`config.mk`:
```
export PLATFORM = sky130hd
export DESIGN_NAME = decode_stage
export DESIGN_NICKNAME = d
export VERILOG_FILES = /design/src/rtl/decode_stage_pkg.sv /design/src/rtl/decode_stage_regfile.sv /design/src/rtl/decode_stage.sv
export SDC_FILE = /design/constraint.sdc
export NUM_CORES = 2
export LEC_CHECK = 0
export CORE_AREA = 2 2 419 317
export CTS_CLUSTER_SIZE = 25
export DETAILED_ROUTE_END_ITERATION = 12
export DIE_AREA = 0 0 421 319
export PLACE_DENSITY = 0.66
export SLEW_MARGIN = 30
export SYNTH_ARGS = -nofsm -noshare
export SYNTH_HDL_FRONTEND = slang
export SYNTH_SLANG_ARGS = --single-unit
```
`constraint.sdc`:
```
create_clock -name clock -period 2.05 [get_ports clock]
set_input_delay 0.41 -clock clock [delete_from_list [all_inputs] [get_ports clock]]
set_output_delay 0.41 -clock clock [all_outputs]
set_load 0.02 [all_outputs]
```
`src/rtl/decode_stage_pkg.sv`:
```
// decode_stage_pkg: shared constants for the instruction-decode stage.
//   - control vector bit indices and CONTROL_REG_SIZE
//   - primary opcode values used for classification
//   - helper functions: control-vector decode and operand-use predicates
package decode_stage_pkg;

  localparam int DATA_W           = 32;
  localparam int CONTROL_REG_SIZE = 7;

  // Control vector bit indices
  localparam int R_TYPE    = 0;
  localparam int I_TYPE    = 1;
  localparam int J_TYPE    = 2;
  localparam int MEM_READ  = 3;
  localparam int MEM_WRITE = 4;
  localparam int REG_WRITE = 5;
  localparam int DEST_RT   = 6;

  // Primary opcodes (insn[31:26])
  localparam logic [5:0] OP_SPECIAL = 6'h00;
  localparam logic [5:0] OP_REGIMM  = 6'h01;
  localparam logic [5:0] OP_J       = 6'h02;
  localparam logic [5:0] OP_BEQ     = 6'h04;
  localparam logic [5:0] OP_BNE     = 6'h05;
  localparam logic [5:0] OP_BLEZ    = 6'h06;
  localparam logic [5:0] OP_BGTZ    = 6'h07;
  localparam logic [5:0] OP_ADDIU   = 6'h09;
  localparam logic [5:0] OP_SLTI    = 6'h0A;
  localparam logic [5:0] OP_ORI     = 6'h0D;
  localparam logic [5:0] OP_LUI     = 6'h0F;
  localparam logic [5:0] OP_LW      = 6'h23;
  localparam logic [5:0] OP_SW      = 6'h2B;

  typedef logic [CONTROL_REG_SIZE-1:0] ctrl_t;

  // Unknown opcodes fall through to an all-zero vector.
  function automatic ctrl_t decode_control(input logic [5:0] op);
    ctrl_t c;
    c = '0;
    case (op)
      OP_SPECIAL: begin
        c[R_TYPE]    = 1'b1;
        c[REG_WRITE] = 1'b1;
      end
      OP_ADDIU, OP_SLTI, OP_LUI, OP_ORI: begin
        c[I_TYPE]    = 1'b1;
        c[REG_WRITE] = 1'b1;
        c[DEST_RT]   = 1'b1;
      end
      OP_LW: begin
        c[I_TYPE]    = 1'b1;
        c[MEM_READ]  = 1'b1;
        c[REG_WRITE] = 1'b1;
        c[DEST_RT]   = 1'b1;
      end
      OP_SW: begin
        c[I_TYPE]    = 1'b1;
        c[MEM_WRITE] = 1'b1;
      end
      OP_J, OP_BEQ, OP_BNE, OP_BGTZ, OP_BLEZ, OP_REGIMM: begin
        c[J_TYPE]    = 1'b1;
      end
      default: c = '0;
    endcase
    return c;
  endfunction

  function automatic logic uses_rs(input logic [5:0] op);
    return (op != OP_J);
  endfunction

  function automatic logic uses_rt(input logic [5:0] op);
    return (op == OP_SPECIAL) || (op == OP_SW) || (op == OP_BEQ) || (op == OP_BNE);
  endfunction

endpackage

```
`src/rtl/decode_stage_regfile.sv`:
```
// decode_stage_regfile: 32 x 32 register file for the decode stage.
//   Two combinational read ports, one synchronous write port, async
//   active-low clear. r0 always reads zero and ignores writes.
//   Optional macro DECODE_WB_BYPASS_EN forwards same-cycle write data
//   onto the read ports.
// Ports:
//   clock, reset_n       clock / async active-low clear
//   we, waddr, wdata     write port (rising edge)
//   raddr_a, raddr_b     read addresses
//   rdata_a, rdata_b     combinational read data
module decode_stage_regfile
  import decode_stage_pkg::*;
(
  input  logic              clock,
  input  logic              reset_n,
  input  logic              we,
  input  logic [4:0]        waddr,
  input  logic [DATA_W-1:0] wdata,
  input  logic [4:0]        raddr_a,
  input  logic [4:0]        raddr_b,
  output logic [DATA_W-1:0] rdata_a,
  output logic [DATA_W-1:0] rdata_b
);

  logic [DATA_W-1:0] regs [32];

  always_ff @(posedge clock or negedge reset_n) begin
    if (!reset_n) begin
      for (int i = 0; i < 32; i++) regs[i] <= '0;
    end else if (we && (waddr != 5'd0)) begin
      regs[waddr] <= wdata;
    end
  end

  always_comb begin
    rdata_a = (raddr_a == 5'd0) ? '0 : regs[raddr_a];
    rdata_b = (raddr_b == 5'd0) ? '0 : regs[raddr_b];
`ifdef DECODE_WB_BYPASS_EN
    // Forward the value being written this edge so the consumer sees it now.
    if (we && (waddr != 5'd0) && (waddr == raddr_a)) rdata_a = wdata;
    if (we && (waddr != 5'd0) && (waddr == raddr_b)) rdata_b = wdata;
`endif
  end

endmodule

```
`src/rtl/decode_stage.sv`:
```
// decode_stage: instruction-decode pipeline stage feeding the execute ALU.
//   Reads rs/rt from the register file, builds the control vector and
//   registers everything into the ID/EX register. Detects load-use
//   hazards (stall), squashes on a taken branch (flush), and accepts the
//   write-back port. Optional macro DECODE_WB_BYPASS_EN (in the regfile)
//   forwards same-cycle write-back data into the operands.
// Ports:
//   clock, reset_n           clock / async active-low reset
//   insn_in, pc_in           fetched instruction and its PC
//   insn_valid               insn_in/pc_in valid this cycle
//   stall                    combinational; fetch holds input while high
//   flush                    branch taken; squash this stage
//   wb_we, wb_addr, wb_data  register-file write-back port
//   rsData, rtData           registered operands
//   control                  registered control vector
//   insn_out, pc_out         registered instruction and PC
//   valid_out                output register holds a real instruction
module decode_stage
  import decode_stage_pkg::*;
(
  input  logic                        clock,
  input  logic                        reset_n,
  input  logic [31:0]                 insn_in,
  input  logic [31:0]                 pc_in,
  input  logic                        insn_valid,
  output logic                        stall,
  input  logic                        flush,
  input  logic                        wb_we,
  input  logic [4:0]                  wb_addr,
  input  logic [DATA_W-1:0]           wb_data,
  output logic [DATA_W-1:0]           rsData,
  output logic [DATA_W-1:0]           rtData,
  output logic [CONTROL_REG_SIZE-1:0] control,
  output logic [31:0]                 insn_out,
  output logic [31:0]                 pc_out,
  output logic                        valid_out
);

  logic [5:0]        op_p0;
  logic [4:0]        rs_p0;
  logic [4:0]        rt_p0;
  logic [4:0]        rt_p1;
  logic [DATA_W-1:0] rs_val_p0;
  logic [DATA_W-1:0] rt_val_p0;
  ctrl_t             ctrl_p0;
  logic              hazard_p0;
  logic              load_p0;

  assign op_p0   = insn_in[31:26];
  assign rs_p0   = insn_in[25:21];
  assign rt_p0   = insn_in[20:16];
  assign rt_p1   = insn_out[20:16];
  assign ctrl_p0 = decode_control(op_p0);

  decode_stage_regfile u_regfile (
    .clock   (clock),
    .reset_n (reset_n),
    .we      (wb_we),
    .waddr   (wb_addr),
    .wdata   (wb_data),
    .raddr_a (rs_p0),
    .raddr_b (rt_p0),
    .rdata_a (rs_val_p0),
    .rdata_b (rt_val_p0)
  );

  // Load in ID/EX whose destination (rt) is consumed by the incoming insn.
  always_comb begin
    hazard_p0 = valid_out && control[MEM_READ] && (rt_p1 != 5'd0) && insn_valid &&
                ((uses_rs(op_p0) && (rs_p0 == rt_p1)) ||
                 (uses_rt(op_p0) && (rt_p0 == rt_p1)));
  end

  // A taken branch discards the input, so fetch must not be told to hold it.
  assign stall   = hazard_p0 && !flush;
  assign load_p0 = insn_valid && !flush && !hazard_p0;

  // ---- ID/EX register boundary (p0 -> p1) ----
  always_ff @(posedge clock or negedge reset_n) begin
    if (!reset_n) begin
      rsData    <= '0;
      rtData    <= '0;
      control   <= '0;
      insn_out  <= '0;
      pc_out    <= '0;
      valid_out <= 1'b0;
    end else if (load_p0) begin
      rsData    <= rs_val_p0;
      rtData    <= rt_val_p0;
      control   <= ctrl_p0;
      insn_out  <= insn_in;
      pc_out    <= pc_in;
      valid_out <= 1'b1;
    end else begin
      rsData    <= '0;
      rtData    <= '0;
      control   <= '0;
      insn_out  <= '0;
      pc_out    <= '0;
      valid_out <= 1'b0;
    end
  end

endmodule
```
==> results summary <==
The global-route usage over all layers is 0.289. The library cell used most frequently in the layout, excluding fill and tap cells, is dfrtp_1. In this run the tightest slew margin relative to its limit is 0.552. The clock transition at the registers of the reported paths is roughly 0.060 ns. For this block, the routed nets add up to between 150,000 and 200,000 microns of wire. The number of DRC violations after detailed-routing iteration 0 came out at 4,726.

The top cell types in the final layout, fill and taps aside, are 1,158 x dfrtp_1, 993 x mux2_2, 512 x mux2i_1, 266 x buf_4. The total via count after detailed routing is 41,900. The cell class contributing the biggest share of worst-path delay is simple AND/OR/NAND/NOR gates.

The instance count of the mapped netlist came out at 4,353. The maximum net fanout on the critical path came out at 3. The run finished, with violations left. The via count of the first global-routing pass came to 42,200.

In this run the power density over the cells is ~910 nW/um^2. The total count of hold-check failures in the final report was 0. The total number of placement rows came out at ~120. The total power consumption of the routed design came out at 0.0659 W. Synthesis instantiated between 40 and 50 different standard cells from the library. The post-synthesis register bit count came out at 1,160. The final reports fail on negative setup slack. Counting along the longest clock path gives a buffer depth of 3.

Clock skew on the completed layout was measured at 0.0463 ns. Setup repair after global routing could not meet its margin everywhere. The width of the die came out at 421 microns. The mean routed wirelength per cell is 30.4 microns. After layout, the minimum clock period comes to 2.73 ns. The final setup violation count is 159. Measured on the finished design, the core utilization comes to 0.553.

In the post-synthesis netlist, the biggest area contributors are dfrtp_1 49%, mux2_2 19%, mux4_2 9.7%. The average cell area after synthesis is 13.7 sq um. The count of pins over their slew limit is 0. The worst setup timing slack at the placement stage came out at -0.720 ns. The fraction of final layout cells with drive strength greater than 1 is 0.414. The filler cells instantiated in the layout total 10,600. The critical path contains buffers and inverters numbering 2 combined.

The critical path class is reg -> out. dfrtp_1 takes more of the synthesized area than any other cell. The worst-skew pair later-pin latency is 0.78 ns.

STA classifies the critical path endpoint as an output pin. The H-tree generated during clock tree synthesis spans 3 levels. The number of buffers added by the clock tree synthesis step is 117.

Traced cell by cell, the critical path runs through buf_6 > xor2_2 > nor3_4 > and3_4 > a31oi_2 > nor2_1 > buf_4. The area of the die is 134,000 sq um. The layout net count came out at 4,769.

The first detailed-routing pass ran for 6 iterations. The placer's final routability congestion estimate is 0.867. The number of nets handed over by synthesis was ~4,500.

The core outline area is around 130,000 sq um. The Yosys step of the flow raised 0 warnings. The max-capacitance violation count is 0. The transition at the pin with the smallest max-transition slack came out at ~0.67 ns.

During placement, the flow inserted port buffers numbering 242. For this configuration, the core starts out at a cell density of 0.457. The worst hold path belongs to the class in -> reg.

The top-level port count came out at 243. The total overflow left after global routing is 0. The biggest cell delay along the critical path came out at 0.45 ns. The post-synthesis cell area is 59,500 sq um. The maximum resistive drop on vdd came out at 0.762 mV. The fmax came out at 366 MHz. Dividing the final minimum period by the clock period gives 1.33.

The count of nets left with antenna violations once routing finished came out at 0. Using the TritonRoute via totals, the vias-per-cell ratio works out to 6.41. The number of remaining DRC errors came out at 0.

Summed over all nets, the half-perimeter wirelength after detailed placement is 125,000 microns. The first-pass GRT wire length came out at roughly 290,000 microns. The share of Yosys cell area claimed by the top area cell type came out at 0.488.

The clock tree root buffer cell is clkbuf_16. TritonCTS built the clock tree. The area added between synthesis and finish came out at 21.1%. Data arrives at the worst endpoint at around 2.3 ns. The height of the die is between 300 and 400 microns.

The data required time at the worst endpoint is around 1.6 ns. The leakage power of the design came out at roughly 33 nW. The largest individual stage delay along the critical path comes from the cell dfrtp_2. The final setup slack of the worst path came out at -0.685 ns. The worst setup path is launched from a register. The largest net degree at the start of global routing is 91.

Of the synthesized area, sequential elements account for 0.488. The number of antenna violations at the first check in global routing was 12. The clock sink total came out at 1,160.
-- power by group --
part | leakage, nW | total (W) | internal, W | switching, W
Combinational | 16.0 | 0.0126 | 0.00714 | 0.00550
Clock | 2.04 | 0.0234 | 0.0135 | 0.00994
Sequential | 15.0 | 0.0298 | 0.0269 | 0.00296
-- worst min-delay path, cell delays in order --
cell and delay [ns]:
buf_6 0.15, buf_4 0.17, and2_1 0.13
-- through the flow --
stage	TNS [ns]	std cells	hold WS, ns	instance area (sq um)
2_1_floorplan	0	4353	0.114	59500
3_3_place_gp	-431.98	6283	0.376	67300
3_5_place_dp	-432.10	6283	0.383	67300
4_1_cts	-36.44	6505	0.0588	71500
5_1_grt	-48.21	6522	0.0955	72000
6_report	-41.42	6525	0.118	72000
-- synthesized netlist by cell type, drive strengths merged --
cell type and n:
mux2i 512, nor2b 8, dfrtp 1160, a211oi 1, a31oi 1, o21ai 129
o31ai 1, a21oi 67, nor3b 2, and4b 64, a311o 1, or3b 1
mux2 993, nand2 19, nand3 70, nand3b 3, mux4 256, inv 3
xnor2 5, or2 1, nand4 2, o22a 1, buf 205, a221oi 256
nand2b 3, clkbuf 280, nor4 4, nor2 88, and2 66, and3 3
nor3 74, a22oi 64, xor2 7, or3 1, nor4b 2
-- what timing repair did --
| item | CTS | global route |
|---|---|---|
| pin swaps | 15 | 6 |
| endpoints found under the setup margin | 273 | 213 |
| resized for setup | 101 | 81 |
| cloned | 0 | 10 |
| hold buffers | 1 | 0 |
| setup buffers | 3 | 5 |
| hold endpoints to repair | 25 | 0 |
-- registers in the layout, summed over array words and instances (netlist names) --
name	cells
rtData	32
u_regfile.regs	1024
valid_out	1
pc_out	32
control	7
rsData	32
insn_out	32
-- final timing paths --
path | from | end | slack, ns | cells past startpoint
hold reg to reg | u_regfile.regs[1012] | u_regfile.regs[1012] | 0.39 | 0
min in group asynchronous | reset_n | u_regfile.regs[747] | 0.24 | 2
max in group asynchronous | reset_n | u_regfile.regs[168] | 0.91 | 3
hold / removal | insn_in[17] | insn_out[17] | 0.12 | 3
setup reg to reg | insn_out[20] | rtData[19] | -0.42 | 12
setup / recovery | insn_out[16] | stall | -0.68 | 7
-- cell type report --
class	instances	area, sq um	share of cell area
diodes	6	15.0	0.000208
clock buffers	162	3380	0.0469
clock inverters	58	828	0.0115
inverters	3	32.5	0.000452
multi-input cells	2705	28700	0.398
flip-flops and latches	1160	29000	0.403
well taps	1755	2200	0.0305
repair buffers	673	7830	0.109
repair inverters	3	38.8	0.000539
-- metal layers --
metal	vias to the layer above	global-route usage	routed length, microns
li1	17300	-	-
met1	22300	0.419	86000
met2	1885	0.427	87300
met3	404	0.0595	17800
met4	2	0.105	7450
met5	-	0	13
-- cells by family after synthesis --
group,after synthesis,share of synthesized area
muxes,1761,0.371
DFF,1160,0.488
AOI/OAI and AO/OA,521,0.0630
buffers and inverters,488,0.0358
and+or+nand+nor,411,0.0401
xor gates and xnor gates,12,0.00177
Note: power is estimated with default switching activity, not from simulation.
